--- config.mk ---
export PLATFORM = sky130hd
export DESIGN_NAME = apb_iis_tx
export DESIGN_NICKNAME = d
export VERILOG_FILES = /design/src/rtl/apb_iis_tx.sv
export SDC_FILE = /design/constraint.sdc
export NUM_CORES = 1
export LEC_CHECK = 0
export CAP_MARGIN = 5
export CORE_MARGIN = 5
export CORE_UTILIZATION = 30
export CTS_BUF_LIST = sky130_fd_sc_hd__clkbuf_8 sky130_fd_sc_hd__clkbuf_16
export CTS_CLUSTER_DIAMETER = 80
export DETAILED_ROUTE_END_ITERATION = 8
export PLACE_DENSITY = 0.54
export SYNTH_ARGS = -nofsm -noshare
export SYNTH_HDL_FRONTEND = slang
export SYNTH_SLANG_ARGS = --single-unit
--- constraint.sdc ---
create_clock -name clk_i -period 8.3 [get_ports clk_i]
set_clock_uncertainty 0.05 [all_clocks]
set_input_delay 1.245 -clock clk_i [delete_from_list [all_inputs] [get_ports clk_i]]
set_output_delay 1.245 -clock clk_i [all_outputs]
set_load 0.02 [all_outputs]
--- src/rtl/apb_iis_tx.sv ---
// APB-programmable Philips I2S transmitter: TX FIFO, programmable bit clock,
// stereo or mono-duplicate framing and a level/error interrupt.
module apb_iis_tx #(
  parameter int APB_ADDR_WIDTH = 12,
  parameter int SAMPLE_W       = 16,
  parameter int FIFO_DEPTH     = 8,
  parameter int DIV_W          = 8
) (
  input  logic                      clk_i,
  input  logic                      rst_n,
  input  logic [APB_ADDR_WIDTH-1:0] paddr,
  input  logic [31:0]               pwdata,
  input  logic                      pwrite,
  input  logic                      psel,
  input  logic                      penable,
  output logic [31:0]               prdata,
  output logic                      pready,
  output logic                      pslverr,
  output logic                      i2s_sck_o,
  output logic                      i2s_ws_o,
  output logic                      i2s_sd_o,
  output logic                      int_o
);

  localparam int PTR_W = $clog2(FIFO_DEPTH);
  localparam int LVL_W = PTR_W + 1;
  localparam int BC_W  = $clog2(2 * SAMPLE_W);

  localparam logic [BC_W-1:0]  BC_ZERO  = BC_W'(0);
  localparam logic [BC_W-1:0]  BC_LAST  = BC_W'(2 * SAMPLE_W - 1);
  localparam logic [BC_W-1:0]  BC_RIGHT = BC_W'(SAMPLE_W);
  localparam logic [BC_W-1:0]  BC_WS_LO = BC_W'(SAMPLE_W - 1);
  localparam logic [BC_W-1:0]  BC_WS_HI = BC_W'(2 * SAMPLE_W - 2);
  localparam logic [LVL_W-1:0] LVL_ZERO = LVL_W'(0);
  localparam logic [LVL_W-1:0] LVL_FULL = LVL_W'(FIFO_DEPTH);

  // APB decode
  logic       access;
  logic       addr_err;
  logic       wr_en;
  logic [2:0] reg_idx;
  logic       wr_ctrl;
  logic       wr_div;
  logic       wr_tx;
  logic       wr_stat;
  logic       wr_irq;
  logic       flush;

  // control / status registers
  logic             en;
  logic             en_d;
  logic             mono;
  logic [DIV_W-1:0] div;
  logic             ovf;
  logic             unf;
  logic             ie_lvl;
  logic             ie_err;
  logic [LVL_W-1:0] thresh;

  // FIFO
  logic [SAMPLE_W-1:0] mem [FIFO_DEPTH];
  logic [PTR_W-1:0]    wptr;
  logic [PTR_W-1:0]    rptr;
  logic [LVL_W-1:0]    level;
  logic                full;
  logic                empty;
  logic                push_ok;
  logic                pop_ok;
  logic [SAMPLE_W-1:0] pop_data;

  // serialiser
  logic [DIV_W-1:0]    dc;
  logic [DIV_W-1:0]    div_act;
  logic [BC_W-1:0]     bc;
  logic [BC_W-1:0]     nbc;
  logic [SAMPLE_W-1:0] sr;
  logic [SAMPLE_W-1:0] last_left;
  logic                sck;
  logic                ws;
  logic                sd;
  logic                tick;
  logic                start;
  logic                fall;
  logic                pop_pt;
  logic                mono_rl;

  logic unused_bits;

  assign access   = psel & penable;
  assign addr_err = (paddr >= APB_ADDR_WIDTH'(32'h14));
  assign wr_en    = access & pwrite & ~addr_err;
  assign reg_idx  = paddr[4:2];
  assign wr_ctrl  = wr_en & (reg_idx == 3'd0);
  assign wr_div   = wr_en & (reg_idx == 3'd1);
  assign wr_tx    = wr_en & (reg_idx == 3'd2);
  assign wr_stat  = wr_en & (reg_idx == 3'd3);
  assign wr_irq   = wr_en & (reg_idx == 3'd4);
  assign flush    = wr_ctrl & pwdata[2];

  assign pready  = 1'b1;
  assign pslverr = access & addr_err;

  assign full    = (level == LVL_FULL);
  assign empty   = (level == LVL_ZERO);
  // An overflowing push is dropped even if a pop frees a slot in the same cycle.
  assign push_ok = wr_tx & ~full & ~flush;
  assign pop_ok  = pop_pt & ~empty & ~flush;

  assign tick    = (dc == div_act);
  assign start   = en & ~en_d;
  assign fall    = en & en_d & tick & sck;
  assign pop_pt  = start | (fall & ((nbc == BC_ZERO) | ((nbc == BC_RIGHT) & ~mono)));
  assign mono_rl = fall & (nbc == BC_RIGHT) & mono;

  assign i2s_sck_o = sck;
  assign i2s_ws_o  = ws;
  assign i2s_sd_o  = sd;

  assign unused_bits = ^{pwdata, paddr, sr[SAMPLE_W-1]};

  // next bit-counter value, wrapping at the end of the stereo frame
  always_comb begin
    if (bc == BC_LAST) begin
      nbc = BC_ZERO;
    end else begin
      nbc = bc + BC_W'(1);
    end
  end

  // sample presented at a pop point; an empty FIFO supplies silence
  always_comb begin
    if (empty) begin
      pop_data = {SAMPLE_W{1'b0}};
    end else begin
      pop_data = mem[rptr];
    end
  end

  // register read mux
  always_comb begin
    prdata = 32'h0000_0000;
    if (addr_err) begin
      prdata = 32'h0000_0000;
    end else begin
      case (reg_idx)
        3'd0: prdata[1:0] = {mono, en};
        3'd1: prdata[DIV_W-1:0] = div;
        3'd3: begin
          prdata[3:0]        = {unf, ovf, empty, full};
          prdata[8 +: LVL_W] = level;
        end
        3'd4: begin
          prdata[1:0]        = {ie_err, ie_lvl};
          prdata[8 +: LVL_W] = thresh;
        end
        default: prdata = 32'h0000_0000;
      endcase
    end
  end

  // control/status registers, FIFO pointers and the interrupt
  always_ff @(posedge clk_i) begin
    if (!rst_n) begin
      en     <= 1'b0;
      mono   <= 1'b0;
      div    <= {DIV_W{1'b0}};
      ovf    <= 1'b0;
      unf    <= 1'b0;
      ie_lvl <= 1'b0;
      ie_err <= 1'b0;
      thresh <= LVL_ZERO;
      wptr   <= PTR_W'(0);
      rptr   <= PTR_W'(0);
      level  <= LVL_ZERO;
      int_o  <= 1'b0;
    end else begin
      if (wr_ctrl) begin
        en   <= pwdata[0];
        mono <= pwdata[1];
      end
      if (wr_div) begin
        div <= pwdata[DIV_W-1:0];
      end
      if (wr_irq) begin
        ie_lvl <= pwdata[0];
        ie_err <= pwdata[1];
        thresh <= pwdata[8 +: LVL_W];
      end
      if (wr_tx & full) begin
        ovf <= 1'b1;
      end else if (wr_stat & pwdata[2]) begin
        ovf <= 1'b0;
      end
      if (pop_pt & empty) begin
        unf <= 1'b1;
      end else if (wr_stat & pwdata[3]) begin
        unf <= 1'b0;
      end
      if (flush) begin
        wptr  <= PTR_W'(0);
        rptr  <= PTR_W'(0);
        level <= LVL_ZERO;
      end else begin
        if (push_ok) begin
          wptr <= wptr + PTR_W'(1);
        end
        if (pop_ok) begin
          rptr <= rptr + PTR_W'(1);
        end
        case ({push_ok, pop_ok})
          2'b10:   level <= level + LVL_W'(1);
          2'b01:   level <= level - LVL_W'(1);
          default: level <= level;
        endcase
      end
      int_o <= (ie_lvl & en & (level <= thresh)) | (ie_err & (ovf | unf));
    end
  end

  // FIFO storage; occupancy is tracked by level, so no reset is needed
  always_ff @(posedge clk_i) begin
    if (push_ok) begin
      mem[wptr] <= pwdata[SAMPLE_W-1:0];
    end
  end

  // bit-clock divider and MSB-first shifter
  always_ff @(posedge clk_i) begin
    if (!rst_n) begin
      en_d      <= 1'b0;
      dc        <= {DIV_W{1'b0}};
      div_act   <= {DIV_W{1'b0}};
      bc        <= BC_ZERO;
      sr        <= {SAMPLE_W{1'b0}};
      last_left <= {SAMPLE_W{1'b0}};
      sck       <= 1'b0;
      ws        <= 1'b0;
      sd        <= 1'b0;
    end else begin
      en_d <= en;
      if (!en) begin
        dc      <= {DIV_W{1'b0}};
        div_act <= div;
        bc      <= BC_ZERO;
        sck     <= 1'b0;
        ws      <= 1'b0;
        sd      <= 1'b0;
      end else begin
        // a new divisor is only adopted at a wrap, so half-periods are never cut short
        if (tick) begin
          dc      <= {DIV_W{1'b0}};
          sck     <= ~sck;
          div_act <= div;
        end else begin
          dc <= dc + DIV_W'(1);
        end
        if (start) begin
          bc        <= BC_ZERO;
          ws        <= 1'b0;
          sr        <= pop_data;
          last_left <= pop_data;
          sd        <= pop_data[SAMPLE_W-1];
        end else if (fall) begin
          bc <= nbc;
          ws <= (nbc >= BC_WS_LO) && (nbc <= BC_WS_HI);
          if (pop_pt) begin
            sr <= pop_data;
            sd <= pop_data[SAMPLE_W-1];
            if (nbc == BC_ZERO) begin
              last_left <= pop_data;
            end
          end else if (mono_rl) begin
            sr <= last_left;
            sd <= last_left[SAMPLE_W-1];
          end else begin
            sr <= {sr[SAMPLE_W-2:0], 1'b0};
            sd <= sr[SAMPLE_W-2];
          end
        end
      end
    end
  end

endmodule

==> results of run 1 <==
[sequential cells by signal, indices dropped and copies added, names as in the netlist, 3 cells and up, named ones only]
name / count
dc: 8
level: 4
wptr: 3
last_left: 16
div: 8
mem: 128
sr: 15
rptr: 3
bc: 5
div_act: 8
thresh: 4
[how the worst max path moves through the flow]
stage                     startpoint             endpoint  cells past startpoint
final                       paddr[2]            prdata[2]                      5
after detailed placement    paddr[2]            prdata[2]                      5
after CTS                   paddr[2]            prdata[2]                      5
after global routing        paddr[2]            prdata[2]                      5
after global placement      paddr[4]            prdata[1]                      8
after floorplan             paddr[3]  mem[4][0]$_DFFE_PP_                      6
[where the power goes]
group	internal, mW	leakage (nW)	switching [mW]
clock network	0.611	0.399	0.419
registers	1.13	1.86	0.0000155
logic	0.0157	1.51	0.0331
total	1.76	3.77	0.452
[worst min-delay path: cells and delay by family, from the launching register on]
| kind | cells | cell delay [ns] |
|---|---|---|
| flops | 1 | 0.32 |
| simple gates | 1 | 0.06 |
| compound gates | 1 | 0.05 |
[per-layer routing]
metal  GRT usage  vias up  wire (um)
met3     0.01945       23        904
met2      0.1989      124      10230
met5           0        -          0
li1            -     2926          -
met4     0.02739        0        331
met1      0.1644     2914      10010
[layout by cell type (no fill, tap or decap), drive strengths merged, types with 3 or more instances in the layout]
| cell | count |
|---|---|
| a21oi | 21 |
| a221oi | 14 |
| a22oi | 32 |
| and2 | 12 |
| and3 | 8 |
| buf | 17 |
| bufinv | 3 |
| clkbuf | 24 |
| clkdlybuf4s50 | 47 |
| clkinv | 11 |
| conb | 21 |
| dfxtp | 88 |
| edfxtp | 128 |
| ha | 15 |
| inv | 31 |
| mux2 | 29 |
| mux2i | 86 |
| mux4 | 4 |
| nand2 | 24 |
| nand2b | 6 |
| nand3 | 29 |
| nand4 | 6 |
| nor2 | 93 |
| nor2b | 9 |
| nor3 | 33 |
| nor4 | 4 |
| o21ai | 7 |
| or2 | 3 |
| xnor2 | 7 |
| xor2 | 18 |
[per-stage QoR]
stage	total power, mW	hold slack [ns]	setup WS (ns)	utilization
2_1_floorplan	1.183	0.3910	4.239	-
5_1_grt	2.289	0.4519	3.487	0.3543
3_3_place_gp	1.205	0.4162	3.667	0.3300
3_5_place_dp	1.205	0.4203	3.632	0.3300
4_1_cts	2.241	0.4297	3.608	0.3543
6_report	2.212	0.4261	3.634	0.3543
[kinds of logic (layout without fill, tap and decap cells)]
logic type,after synthesis,after routing,synth area share
flip-flops,216,216,0.5881
other,2,21,0.0007879
multiplexers,119,119,0.1340
buffers and inverters,89,133,0.04634
adder cells (fa/ha/maj),15,15,0.01969
AO/OA/AOI/OAI,91,91,0.06918
AND/OR/NAND/NOR,231,231,0.1189
XOR/XNOR,25,25,0.02297
[area by class of cell]
class	instances	area share
clock buffer	24	0.05285
clock inverter	18	0.01582
inverter	27	0.009089
multi-input combinational	502	0.3205
sequential	216	0.5030
tap	402	0.04511
timing repair buffer	64	0.05364
==> results.toml, run 1 <==
[status]
status = "completed"

[drt]
route.vias.total = 5987
wirelength_mm = 21.47
drtIter0Drc = 362
ant_nets = 0
vias_per_cell = 4.778
drcViolationCount = 0
dr.pass1.iters = 4
wl_per_cell_um = 17.14

[final_layout]
drive_gt1_frac = 0.1069
final_area_um2 = 11150
filler_cell_count = 3030
multi_input_area_um2 = 3573
nNetsFinal = 898
area_growth_syn_to_layout_pct = 16.99
num_antenna_cells = 0
fin_cells = 1253
regArea_um2 = 5609

[worst_setup_path]
crit_chain = "clkdlybuf4s50_1 -> or2_2 -> a21o_1 -> nor3_1 -> clkdlybuf4s50_1"
crit_slowest_cell = "clkdlybuf4s50_1"
cp_data_arrival_time_ns = 3.37
cp_top_family = "buffers and inverters"
endpoint_kind = "primary output"
r2r_slack_ns = 4.40
rr_endpoint = "level[2]$_SDFFE_PP0P_"
cp_max_fo = 9
crit_type = "in2out"
cp.buffers_inverters = 2
r2r_start = "bc[0]$_SDFFE_PP0P_"
crit_required_ns = 7.01
crit_top_cell = "clkdlybuf4s50_1"
reg2reg_depth = 17
startpoint_type = "input port"
slowest_delay_ns = 0.64

[clock_network]
cts_inserted_buffers = 23
clkTransAtPathRegs_ns = 0.06
hold_buffers = 0
cts_tree = "yes"
clock-sinks = 216
clk_latency_ns = 0.52
htreeDepth = 1
cts_resized = 0
clock_tree.buffer_depth = 3
post-cts-setup-buffer-count = 0
cts_root_buffer = "clkbuf_16"

[worst_hold_path]
min_from = "div[3]$_SDFFE_PN0P_"
hold_path.class = "reg2reg"
hold_path_end = "div[3]$_SDFFE_PN0P_"
whs_path_depth = 2

[timing]
worstMarginPinSlew_ns = 1.181
maxSlewHeadroom = 0.2057
post-route-min-period_ns = 4.666
setup_viol = 0
finalCritPeriodShare = 0.5622
slew_viol_final = 0
fmax_ghz = 0.2143
setup_tns_ns = 0
rsz0062_at_grt = "no"
hold_violations = 0

[placed_design]
gp_congestion = 0.7571
dp.cells = 1211
port_buffers = 47
place_hpwl_mm = 13.83
placed_cell_area_um2 = 10390

[logic_synthesis]
synthCells = 788
synth_common_cells = "128 x edfxtp_1, 93 x nor2_1, 88 x dfxtp_1, 86 x mux2i_1"
synth.most_common_cell = "edfxtp_1"
yosysWarnings = 0
synthFlopType = "edfxtp_1"
synth_edf_count = 128
postSynthAreaPerCell_um2 = 12.10
synth_top_area_frac = 0.4033
synth_async_sr_flop_share = 0
synth.area.top_cells = "edfxtp_1 40%, dfxtp_1 18%, mux2i_1 9.0%"
ys_ff_latch = 216
seq_area_frac_synth = 0.5881
synth_area_um2 = 9532
yosys.area.top_type = "edfxtp_1"
synth_cell_types = 52

[global_routing]
grt-ovfl-total = 0
grt_max_degree = 58
grt_use_total = 0.1195
antenna_found_initial = 0
grt_pass1_vias = 5946
grt_pass1_wl_mm = 34.09

[floorplan]
io_pins = 87
coreArea_um2 = 31470
die_area_um2 = 35440
die_y_um = 188.2
num_rows = 65
die_width_um = 188.2
initial_core_util = 0.3028

[flow_run]
drv_cap = 0

[power_and_ir_drop]
leakagePower_nw = 3.772
power.density_nw_per_um2 = 198.4
irDropWorstVdd_mv = 0.1167
(Power assumes the default switching activity.)
==> run 2, diff against run 1 <==
==> constraint.sdc (replaced) <==
create_clock -name clk_i -period 4.8 [get_ports clk_i]
set_clock_uncertainty 0.05 [all_clocks]
set_input_delay 0.72 -clock clk_i [delete_from_list [all_inputs] [get_ports clk_i]]
set_output_delay 0.72 -clock clk_i [all_outputs]
set_load 0.02 [all_outputs]
==> run 2 against run 1 <==
- combinational power increased by 75%
- total power grew 68%
- clock power increased by 63%
- critical path depth rose by 1
- design area shrank 0.31%
==> results.toml, run 2 (synthesized netlist as in run 1, its figures left out) <==
[floorplan]
die_width_um = 188.2
io_pins = 87
die_y_um = 188.2
num_rows = 65
initial_core_util = 0.3028
coreArea_um2 = 31470
die_area_um2 = 35440

[placed_design]
place_hpwl_mm = 13.91
dp.cells = 1212
port_buffers = 47
gp_congestion = 0.7423

[clock_network]
htreeDepth = 1
clk_latency_ns = 0.52
post-cts-setup-buffer-count = 0
clock-sinks = 216
clock_tree.buffer_depth = 3
clkTransAtPathRegs_ns = 0.06
cts_resized = 0
cts_tree = "yes"
cts_inserted_buffers = 23
cts_root_buffer = "clkbuf_16"
hold_buffers = 0

[global_routing]
top_usage_layer = "met2"
grtUsageMet2 = 0.1942
grt_max_degree = 59
antenna_found_initial = 0
grt_use_total = 0.1186
grt-ovfl-total = 0
grt_pass1_wl_mm = 33.91
globalRouteMet1Util = 0.1637
grt_pass1_vias = 5942
grtUsageMet3 = 0.01964

[worst_setup_path]
cp_max_fo = 5
r2r_slack_ns = 1.04
crit_type = "in2out"
endpoint_kind = "primary output"
r2r_start = "bc[0]$_SDFFE_PP0P_"
crit_required_ns = 4.03
cp_data_arrival_time_ns = 3.07
startpoint_type = "input port"
reg2reg_depth = 16
rr_endpoint = "level[2]$_SDFFE_PP0P_"

[power_and_ir_drop]
power.density_nw_per_um2 = 334.9
irDropWorstVdd_mv = 0.1837
power_mw = 3.722
leakagePower_nw = 3.769

[drt]
ant_nets = 0
vias_per_cell = 4.787
wl_per_cell_um = 17.06
wirelength_mm = 21.39
dr.pass1.iters = 4
drtIter0Drc = 396
route.vias.total = 6003
drcViolationCount = 0

[worst_hold_path]
hold_path_end = "ovf$_SDFFE_PN0P_"
min_from = "ovf$_SDFFE_PN0P_"
hold_path.class = "reg2reg"
whs_path_depth = 2

[timing]
setup_viol = 0
finalCritPeriodShare = 0.7990
hold_violations = 0
slew_viol_final = 0
worstMarginPinSlew_ns = 1.099
rsz0062_at_grt = "no"
maxSlewHeadroom = 0.2657
setup_tns_ns = 0
fmax_ghz = 0.2607
post-route-min-period_ns = 3.835

[final_layout]
num_antenna_cells = 0
postLayoutCoreUtil = 0.3532
largest_registers = "mem: 128 flops, last_left: 16 flops, sr: 15 flops"
final_common_cell = "edfxtp_1"
layout.cells.most_common_list = "128 x edfxtp_1, 93 x nor2_1, 87 x dfxtp_1, 86 x mux2i_1, 47 x clkdlybuf4s50_1"
drive_gt1_frac = 0.1068
area_growth_syn_to_layout_pct = 16.62
filler_cell_count = 3038
fin_cells = 1254
regArea_um2 = 5609
regMostFlops = "mem"
nNetsFinal = 899
multi_input_area_um2 = 3573
largest_register_ff_count = 128

[flow_run]
drv_cap = 0

[status]
status = "completed"
run 2: cell type report:
cell class                 instances  share of cell area
sequential                       216              0.5046
multi-input combinational        502              0.3215
clock buffer                      28             0.05797
timing repair buffer              65             0.05448
tap                              402             0.04525
inverter                          27            0.009117
clock inverter                    14            0.007091
run 2: stage by stage:
step / area (um^2) / worst slack (ns) / hold WS, ns
after CTS: 11120 / 0.9269 / 0.4227
after global placement: 10390 / 0.9210 / 0.4150
after floorplan: 9603 / 1.264 / 0.3910
after global routing: 11120 / 0.6252 / 0.4505
after detailed placement: 10390 / 0.9364 / 0.4157
final: 11120 / 0.9646 / 0.4237
run 2: worst max-delay path, cell delays in order:
cell	delay (ns)
clkdlybuf4s50_1	0.41
nor4_1	0.27
nand2_1	0.20
nor3_1	0.63
and2_1	0.22
clkdlybuf4s50_1	0.61
run 2: power breakdown:
group	switching, mW	internal, mW	leakage, nW
registers	0.0000268	1.96	1.86
clock network	0.721	0.957	0.391
logic	0.0579	0.0276	1.52
run 2: how the worst max path moves through the flow:
stage | cells after the start | endpoint | start | slack, ns
after floorplan | 6 | mem[4][0]$_DFFE_PP_ | paddr[3] | 1.26
after global placement | 6 | prdata[5] | paddr[9] | 0.92
after detailed placement | 6 | prdata[7] | paddr[9] | 0.94
after CTS | 6 | prdata[7] | paddr[9] | 0.93
after global routing | 16 | level[2]$_SDFFE_PP0P_ | bc[0]$_SDFFE_PP0P_ | 0.63
final | 6 | prdata[7] | paddr[9] | 0.96
run 2: routing by layer:
layer | share of wire | vias to the layer above
li1 | - | 2929
met1 | 0.46 | 2932
met2 | 0.48 | 107
met3 | 0.038 | 35
met4 | 0.020 | 0
met5 | 0 | -
